===== config.mk =====
export PLATFORM = sky130hd
export DESIGN_NAME = nmea_sentence_filter_flat
export DESIGN_NICKNAME = d
export VERILOG_FILES = /design/src/rtl/nmea_sentence_filter_if.sv /design/src/rtl/nmea_sentence_filter.sv /design/src/flat_wrapper.sv
export SDC_FILE = /design/constraint.sdc
export NUM_CORES = 1
export LEC_CHECK = 0
export ABC_AREA = 1
export BUFFER_PORTS_ARGS = -buffer_cell sky130_fd_sc_hd__buf_2
export CORE_MARGIN = 2
export CORE_UTILIZATION = 55
export CTS_CLUSTER_DIAMETER = 50
export DETAILED_ROUTE_END_ITERATION = 8
export PLACE_DENSITY_LB_ADDON = 0.05
export SLEW_MARGIN = 20
export SYNTH_ARGS = -nofsm -noshare
export SYNTH_HDL_FRONTEND = slang
export SYNTH_SLANG_ARGS = --single-unit
export TNS_END_PERCENT = 100

===== constraint.sdc =====
create_clock -name clk -period 6.9 [get_ports clk]
set_input_delay 0.345 -clock clk [delete_from_list [all_inputs] [get_ports clk]]
set_output_delay 0.345 -clock clk [all_outputs]
set_load 0.03 [all_outputs]

===== src/rtl/nmea_sentence_filter_if.sv =====
// Byte path between uart_rx and the FIFO write port; the filter is the slave.
interface nmea_sentence_filter_if;
    logic [7:0] uart_data;
    logic       byte_received;
    logic       fifo_full;
    logic [7:0] out_data;
    logic       out_valid;

    modport master (output uart_data, byte_received, fifo_full,
                    input  out_data, out_valid);
    modport slave  (input  uart_data, byte_received, fifo_full,
                    output out_data, out_valid);
endinterface


===== src/rtl/nmea_sentence_filter.sv =====
// Frames NMEA sentences, verifies the XOR checksum and forwards only valid
// sentences to the FIFO; enable=0 gives raw passthrough.
module nmea_sentence_filter #(
    parameter int MAX_LEN = 82
) (
    input  logic                  clk,
    input  logic                  reset_n,
    input  logic                  enable,
    nmea_sentence_filter_if.slave bus,
    output logic                  sentence_done,
    output logic [15:0]           good_count,
    output logic [15:0]           bad_count,
    output logic [15:0]           drop_count
);
    localparam int PW = $clog2(MAX_LEN + 1);
    localparam int AW = (MAX_LEN > 1) ? $clog2(MAX_LEN) : 1;

    typedef enum logic [2:0] {HUNT, BODY, CK_HI, CK_LO, EXP_CR, EXP_LF, DRAIN} state_t;

    state_t        r_state;
    logic [7:0]    r_buf [MAX_LEN];
    logic [PW-1:0] r_wr_ptr;
    logic [PW-1:0] r_rd_ptr;
    logic [7:0]    r_ck;
    logic [7:0]    r_hex;
    logic          r_done;
    logic [15:0]   r_good;
    logic [15:0]   r_bad;
    logic [15:0]   r_drop;

    logic [7:0]    w_byte;
    logic [4:0]    w_hex;
    logic          w_pass;
    logic          w_drain_wr;
    logic          w_last;
    logic          w_room;
    logic          w_restart;
    logic          w_store;
    logic          w_err;

    function automatic logic [15:0] sat_inc(input logic [15:0] v);
        return (v == 16'hFFFF) ? v : v + 16'd1;
    endfunction

    // {valid, nibble}; only uppercase hex digits are legal.
    function automatic logic [4:0] hex_nib(input logic [7:0] c);
        if (c >= 8'h30 && c <= 8'h39) return {1'b1, c[3:0]};
        if (c >= 8'h41 && c <= 8'h46) return {1'b1, c[3:0] + 4'd9};
        return 5'd0;
    endfunction

    assign w_byte     = bus.uart_data;
    assign w_hex      = hex_nib(w_byte);
    assign w_pass     = (r_state == HUNT) && !enable;
    assign w_drain_wr = (r_state == DRAIN) && !bus.fifo_full;
    assign w_last     = (r_rd_ptr == r_wr_ptr - PW'(1));
    assign w_room     = (r_wr_ptr < PW'(MAX_LEN));

    assign bus.out_valid = w_pass ? (bus.byte_received && !bus.fifo_full) : w_drain_wr;
    assign bus.out_data  = w_pass ? (bus.byte_received ? w_byte : 8'h00)
                         : (r_state == DRAIN) ? r_buf[r_rd_ptr[AW-1:0]] : 8'h00;

    assign sentence_done = r_done;
    assign good_count    = r_good;
    assign bad_count     = r_bad;
    assign drop_count    = r_drop;

    always_comb begin
        w_restart = 1'b0;
        w_store   = 1'b0;
        w_err     = 1'b0;
        if (!w_pass && r_state != DRAIN && bus.byte_received) begin
            case (r_state)
                HUNT: w_restart = (w_byte == 8'h24);
                BODY: begin
                    if (w_byte == 8'h24) w_restart = 1'b1;
                    else if (!w_room || w_byte < 8'h20 || w_byte > 8'h7E) w_err = 1'b1;
                    else w_store = 1'b1;
                end
                CK_HI, CK_LO: begin
                    if (!w_room || !w_hex[4]) w_err = 1'b1;
                    else w_store = 1'b1;
                end
                EXP_CR: begin
                    if (!w_room || w_byte != 8'h0D) w_err = 1'b1;
                    else w_store = 1'b1;
                end
                EXP_LF: begin
                    if (!w_room || w_byte != 8'h0A || r_hex != r_ck) w_err = 1'b1;
                    else w_store = 1'b1;
                end
                default: ;
            endcase
        end
    end

    always_ff @(posedge clk) begin
        if (w_restart) r_buf[0] <= w_byte;
        else if (w_store) r_buf[r_wr_ptr[AW-1:0]] <= w_byte;
    end

    always_ff @(posedge clk) begin
        if (!reset_n) begin
            r_state  <= HUNT;
            r_wr_ptr <= '0;
            r_rd_ptr <= '0;
            r_done   <= 1'b0;
            r_good   <= '0;
            r_bad    <= '0;
            r_drop   <= '0;
        end else begin
            r_done <= 1'b0;
            if (w_pass) begin
                if (bus.byte_received && bus.fifo_full) r_drop <= sat_inc(r_drop);
            end else if (r_state == DRAIN) begin
                // Bytes arriving while draining are lost; the framer resumes in HUNT.
                if (bus.byte_received) r_drop <= sat_inc(r_drop);
                if (w_drain_wr) begin
                    r_rd_ptr <= r_rd_ptr + PW'(1);
                    if (w_last) begin
                        r_good   <= sat_inc(r_good);
                        r_done   <= 1'b1;
                        r_wr_ptr <= '0;
                        r_state  <= HUNT;
                    end
                end
            end else if (w_restart) begin
                if (r_state != HUNT) r_bad <= sat_inc(r_bad);
                r_wr_ptr <= PW'(1);
                r_ck     <= 8'h00;
                r_state  <= BODY;
            end else if (w_err) begin
                r_bad    <= sat_inc(r_bad);
                r_wr_ptr <= '0;
                r_state  <= HUNT;
            end else if (w_store) begin
                r_wr_ptr <= r_wr_ptr + PW'(1);
                case (r_state)
                    BODY: begin
                        if (w_byte == 8'h2A) r_state <= CK_HI;
                        else r_ck <= r_ck ^ w_byte;
                    end
                    CK_HI: begin
                        r_hex[7:4] <= w_hex[3:0];
                        r_state    <= CK_LO;
                    end
                    CK_LO: begin
                        r_hex[3:0] <= w_hex[3:0];
                        r_state    <= EXP_CR;
                    end
                    EXP_CR: r_state <= EXP_LF;
                    EXP_LF: begin
                        r_rd_ptr <= '0;
                        r_state  <= DRAIN;
                    end
                    default: r_state <= HUNT;
                endcase
            end
        end
    end
endmodule


===== src/flat_wrapper.sv =====
// flat-port wrapper written by rule: the top's interface ports become plain ports
module nmea_sentence_filter_flat 
#(
    parameter int MAX_LEN = 82
)
  (clk, reset_n, enable, sentence_done, good_count, bad_count, drop_count, bus_uart_data, bus_byte_received, bus_fifo_full, bus_out_data, bus_out_valid);
  nmea_sentence_filter_if bus_i ();
  input  logic clk;
  input  logic reset_n;
  input  logic enable;
  output logic sentence_done;
  output logic [15:0] good_count;
  output logic [15:0] bad_count;
  output logic [15:0] drop_count;
  input wire logic [$bits(bus_i.uart_data)-1:0] bus_uart_data;
  input wire logic [$bits(bus_i.byte_received)-1:0] bus_byte_received;
  input wire logic [$bits(bus_i.fifo_full)-1:0] bus_fifo_full;
  output wire logic [$bits(bus_i.out_data)-1:0] bus_out_data;
  output wire logic [$bits(bus_i.out_valid)-1:0] bus_out_valid;
  assign bus_i.uart_data = bus_uart_data;
  assign bus_i.byte_received = bus_byte_received;
  assign bus_i.fifo_full = bus_fifo_full;
  assign bus_out_data = bus_i.out_data;
  assign bus_out_valid = bus_i.out_valid;
  nmea_sentence_filter #(.MAX_LEN(MAX_LEN)) u_core (.clk(clk), .reset_n(reset_n), .enable(enable), .bus(bus_i), .sentence_done(sentence_done), .good_count(good_count), .bad_count(bad_count), .drop_count(drop_count));
endmodule

# Yosys cells after proc, flatten, opt, wreduce, memory -nomap -nowiden
# Memory sizes are Yosys's and may differ from the RTL's. A register that Yosys moved wholly into a read port is not among the register bits.
# Index checks and enable logic that the tools add are counted.
# word_totals
word_cells,171
regBits,82
in_bits,13
memories,1
output_inout_bits,58
mem_bits_rw,656
# memory_table
memory,words,width,read_ports,rd_clocked_by_memory_dff,wr,line,text
u_core.r_buf,82,8,1,1,1,nmea_sentence_filter.sv:21,logic [7:0] r_buf [MAX_LEN];
# classes
n_eq_ne,25
n_lt_le_gt_ge,7
mux,72
n_addsub,7
n_reduce_logical,41
n_bitwise,8
# ops
cell,count
$mux 16,9
$mux 7,15
$mux 8,8
$add 16x1->16 const B,3
$eq 16x16->1 const B,3
$mux 1,25
$mux 3,7
$reduce_and 7->1,3
$mux 5,4
$eq 8x6->1 const B,2
$ne 8x4->1 const B,2
$pmux 3 s5,1
$add 7x1->7 const B,2
$reduce_bool 2->1,7
$reduce_and 5->1,2
$eq 3x3->1 const B,3
$ge 8x6->1 const B,1
$ge 8x7->1 const B,1
$gt 8x7->1 const B,1
$le 8x6->1 const B,1
$le 8x7->1 const B,1
$logic_and 1x1->1,8
$lt 8x6->1 const B,1
$ne 2x1->1 const B,4
other kinds (25),46

# Logic depth before layout (Yosys ltp)
# logic_depth
ltp_word,17
mapped_depth,18
ltp_nobuf,17

# Worst setup path before layout
# No wires, ideal clock.
# synth_path
kind,input to register
from,in bus_uart_data[1]
to,"mem u_core.r_buf[17][0], enable pin"
t_required_ns,6.530
arrival_ns,2.135
cell_stages,14
setup_ns,0.370
slack_ns,4.394
path_cell_list,inv_1 > ha_1 > nor2_1 > o21ai_0 > nand2_1 > nand2_1 > nand3_1 > nand3_2 > nand2_2 > buf_6 > inv_2 > nand3_1 > buf_2 > nor2_1
# synth_between
elab_chain_len,16
# synth_rtl
item,line,text
start: declaration,flat_wrapper.sv:15,input wire logic [$bits(bus_i.uart_data)-1:0] bus_uart_data;
$ge 8x7->1 or $le 8x7->1 (tied branches),nmea_sentence_filter.sv:48,"if (c >= 8'h41 && c <= 8'h46) return {1'b1, c[3:0] + 4'd9};"
$logic_and 1x1->1,nmea_sentence_filter.sv:48,
$mux 1 (2 in a row),nmea_sentence_filter.sv:48,
$mux 5,nmea_sentence_filter.sv:49,return 5'd0;
$mux 5,nmea_sentence_filter.sv:48,
$logic_not 1->1,nmea_sentence_filter.sv:81,if (!w_room || !w_hex[4]) w_err = 1'b1;
$logic_or 1x1->1,nmea_sentence_filter.sv:81,
$mux 1,nmea_sentence_filter.sv:81,
$pmux 1 s4,nmea_sentence_filter.sv:73,case (r_state)
$mux 1,nmea_sentence_filter.sv:72,if (!w_pass && r_state != DRAIN && bus.byte_received) begin
$mux 1,nmea_sentence_filter.sv:99,else if (w_store) r_buf[r_wr_ptr[AW-1:0]] <= w_byte;
$mux 1,nmea_sentence_filter.sv:98,if (w_restart) r_buf[0] <= w_byte;
$mux 1 (not written as such),nmea_sentence_filter.sv:99,
$reduce_or 8->1 (no source line),-,
$mux 7 (no source line) or $mux 1 (tied branches),-,
end: declaration,nmea_sentence_filter.sv:21,
# Parallel ways exist; a longest one is shown, timed or not. The select of a mux whose other input is x is not followed.

==> flow_summary.ini <==
[die]
start_util_pct = 55.8
io_pins = 71
num_rows = 87
core_sq_mm = 0.0566
die_x_um = 244
die_y_um = 244
dieArea_sq_mm = 0.0593

[power_and_ir_drop]
power_density_mw_per_mm2 = 263
power_uw = 9160
peakVddDrop_v = 0.000209
power_leakage_uw = 0.0117

[global_route]
grt_pass1_vias = 21229
grt_max_degree = 200
antenna_found_initial = 3
grt_usage_pct = 27.6
grt_first_pass_wirelength_um = 125000
grt_overflow = 0

[logic_synthesis]
synth_nets = 2871
syn_inst = 2847
synthArstFlopShare_pct = 0
synth_edf_count = 672
synth_warnings = 0
synth_ff_type = edfxtp_1
ys_seq_area_share_pct = 68.6
netlist_area_sq_mm = 0.0316
syn_area_per_cell_sq_um = 11.1
ys_ff_latch = 745
yosysUniqueCellTypes = 49

[timing]
skew_ns = 0.0134
setup_violations = 0
fin_setup_tns_ns = 0
maxSlewHeadroom_pct = 24.1
hold_violations = 0
finalCritPeriodShare_pct = 67.1
min_period_ns = 4.63
tightest_slew_ns = 1.14
fmax_ghz = 0.216
report.final.slew_viol_count = 0
rsz0062_at_grt = false

[critical_path]
crit_path_start_kind = flop
cp_max_fo = 81
worstPathArrival_ns = 4.28
critPathRequiredTime_ns = 6.55
worstSetupEndpointType = output port
critPathKind = flop to output port

[place]
hpwl_um = 47800
port_buffers = 70
place_congestion = 0.933
placed_cell_area_sq_mm = 0.0324

[finish]
area.growth.synth_to_final_pct = 10.5
stdcell_area_sq_mm = 0.0349
drive_gt1_share_pct = 9.34
n_fill_cell = 4541
final_util_pct = 61.6
final_cell_mix = edfxtp_1, nor2_1, o21ai_0, nand2_1, o22ai_1
nNetsFinal = 2878
final_common_cell = edfxtp_1

[clock_tree]
cts_resized = 0
htree_num_levels = 3
post_cts.repair.setup_buffers = 0
clockBufferDepth = 3
cts_tree = built
clk_pin_slew_ns = 0.06
clock_sinks = 745
cts_hold_buf = 0
clock_latency_ns = 0.62
cts-root-buf = clkbuf_16
cts_buffers = 80

[routing]
vias_per_cell = 5.98
postRouteAntennaNets = 0
dr_wl_met2_um = 38800
routed_wl_um = 82200
highest_layer = met4
dr_wl_met3_um = 6400
first_iter_violations = 2350
wl_per_cell_um = 22.4
via_count = 21927
drt_pass1_iterations = 7
drc_errors = 0
wl_met1_um = 34900

[worst_hold_path]
hold_path.class = input pin to flop

[flow_run]
cap_violations = 0

[run_status]
outcome = finished, final reports clean
[metrics by stage]
step | cells | setup WS [ns] | hold WS [ns]
2_1_floorplan | 2847 | 4.39 | 0.444
3_3_place_gp | 3527 | 2.55 | 0.468
3_5_place_dp | 3527 | 2.52 | 0.473
4_1_cts | 3667 | 2.31 | 0.0768
5_1_grt | 3669 | 2.07 | 0.0966
6_report | 3669 | 2.27 | 0.104
[metal layers]
metal | vias to the layer above | GRT usage (%)
met5 | - | 0
met4 | 0 | 9.33
met3 | 139 | 4.45
met2 | 867 | 43.9
met1 | 10760 | 39.0
li1 | 10161 | -
[path summary, 6_finish.rpt]
kind | startpoint | end | slack, ns | cells past startpoint
worst max-delay path | flop | bus_out_data[6] | 2.27 | 13
worst min-delay path | bus_uart_data[3] | u_core.r_buf[77][3] | 0.10 | 1
worst max register to register | u_core.r_state[1] | u_core.r_buf[65][2] | 3.09 | 11
worst min register to register | u_core.drop_count[4] | u_core.drop_count[4] | 0.48 | 2
[critical path: stages, from the launching register on]
cell	delay [ns]
dfxtp_4	0.50
inv_6	0.53
buf_4	0.73
o21ai_0	0.20
o22ai_1	0.17
nand2_1	0.08
nand2_1	0.17
a21oi_1	0.09
o21ai_0	0.19
nand3_1	0.18
nand3_1	0.24
nand2_1	0.09
o21ai_0	0.13
buf_2	0.26
[cell type report]
cell class | count | area [sq um] | area share, %
flip-flops and latches | 745 | 21600 | 62.1
well taps | 756 | 946 | 2.71
clock inverters | 37 | 303 | 0.868
inverters | 112 | 448 | 1.28
multi-input cells | 1826 | 8770 | 25.1
clock buffers | 103 | 2190 | 6.28
diodes | 1 | 2.50 | 0.00717
repair buffers | 89 | 571 | 1.64
[cells by family after synthesis]
group	count (synthesis)	synth area share (%)
buffers and inverters	276	3.65
flip-flops	745	68.6
AND/OR/NAND/NOR	1046	13.9
adder cells (fa/ha/maj)	11	0.436
XOR/XNOR	33	0.916
AO/OA/AOI/OAI	736	12.5
[registers in the layout, summed over array words and instances (netlist names), 7 cells and up, named ones only]
register,flops
u_core.bad_count,16
u_core.r_wr_ptr,7
u_core.r_ck,8
u_core.r_hex,8
u_core.drop_count,16
u_core.r_buf,656
u_core.good_count,16
u_core.r_rd_ptr,7
[where the power goes]
group / switching (uW) / internal [uW]
Clock: 1750 / 2360
Combinational: 115 / 21.3
Sequential: 1.05 / 4910
[Yosys cell counts, types with 17 or more instances]
library cell | instances | area share [%]
edfxtp_1 | 672 | 64
xor2_1 | 17 | 0.47
nor2_1 | 570 | 6.8
nand3_1 | 64 | 1.0
inv_1 | 98 | 1.2
o22ai_1 | 144 | 2.9
buf_2 | 43 | 0.68
dfxtp_1 | 73 | 4.6
nor3_1 | 33 | 0.52
nand2_1 | 302 | 3.6
o21ai_0 | 447 | 7.1
clkbuf_1 | 103 | 1.2
a21oi_1 | 92 | 1.5
o21ai_1 | 18 | 0.29
Power figures use the tool's default switching activity.
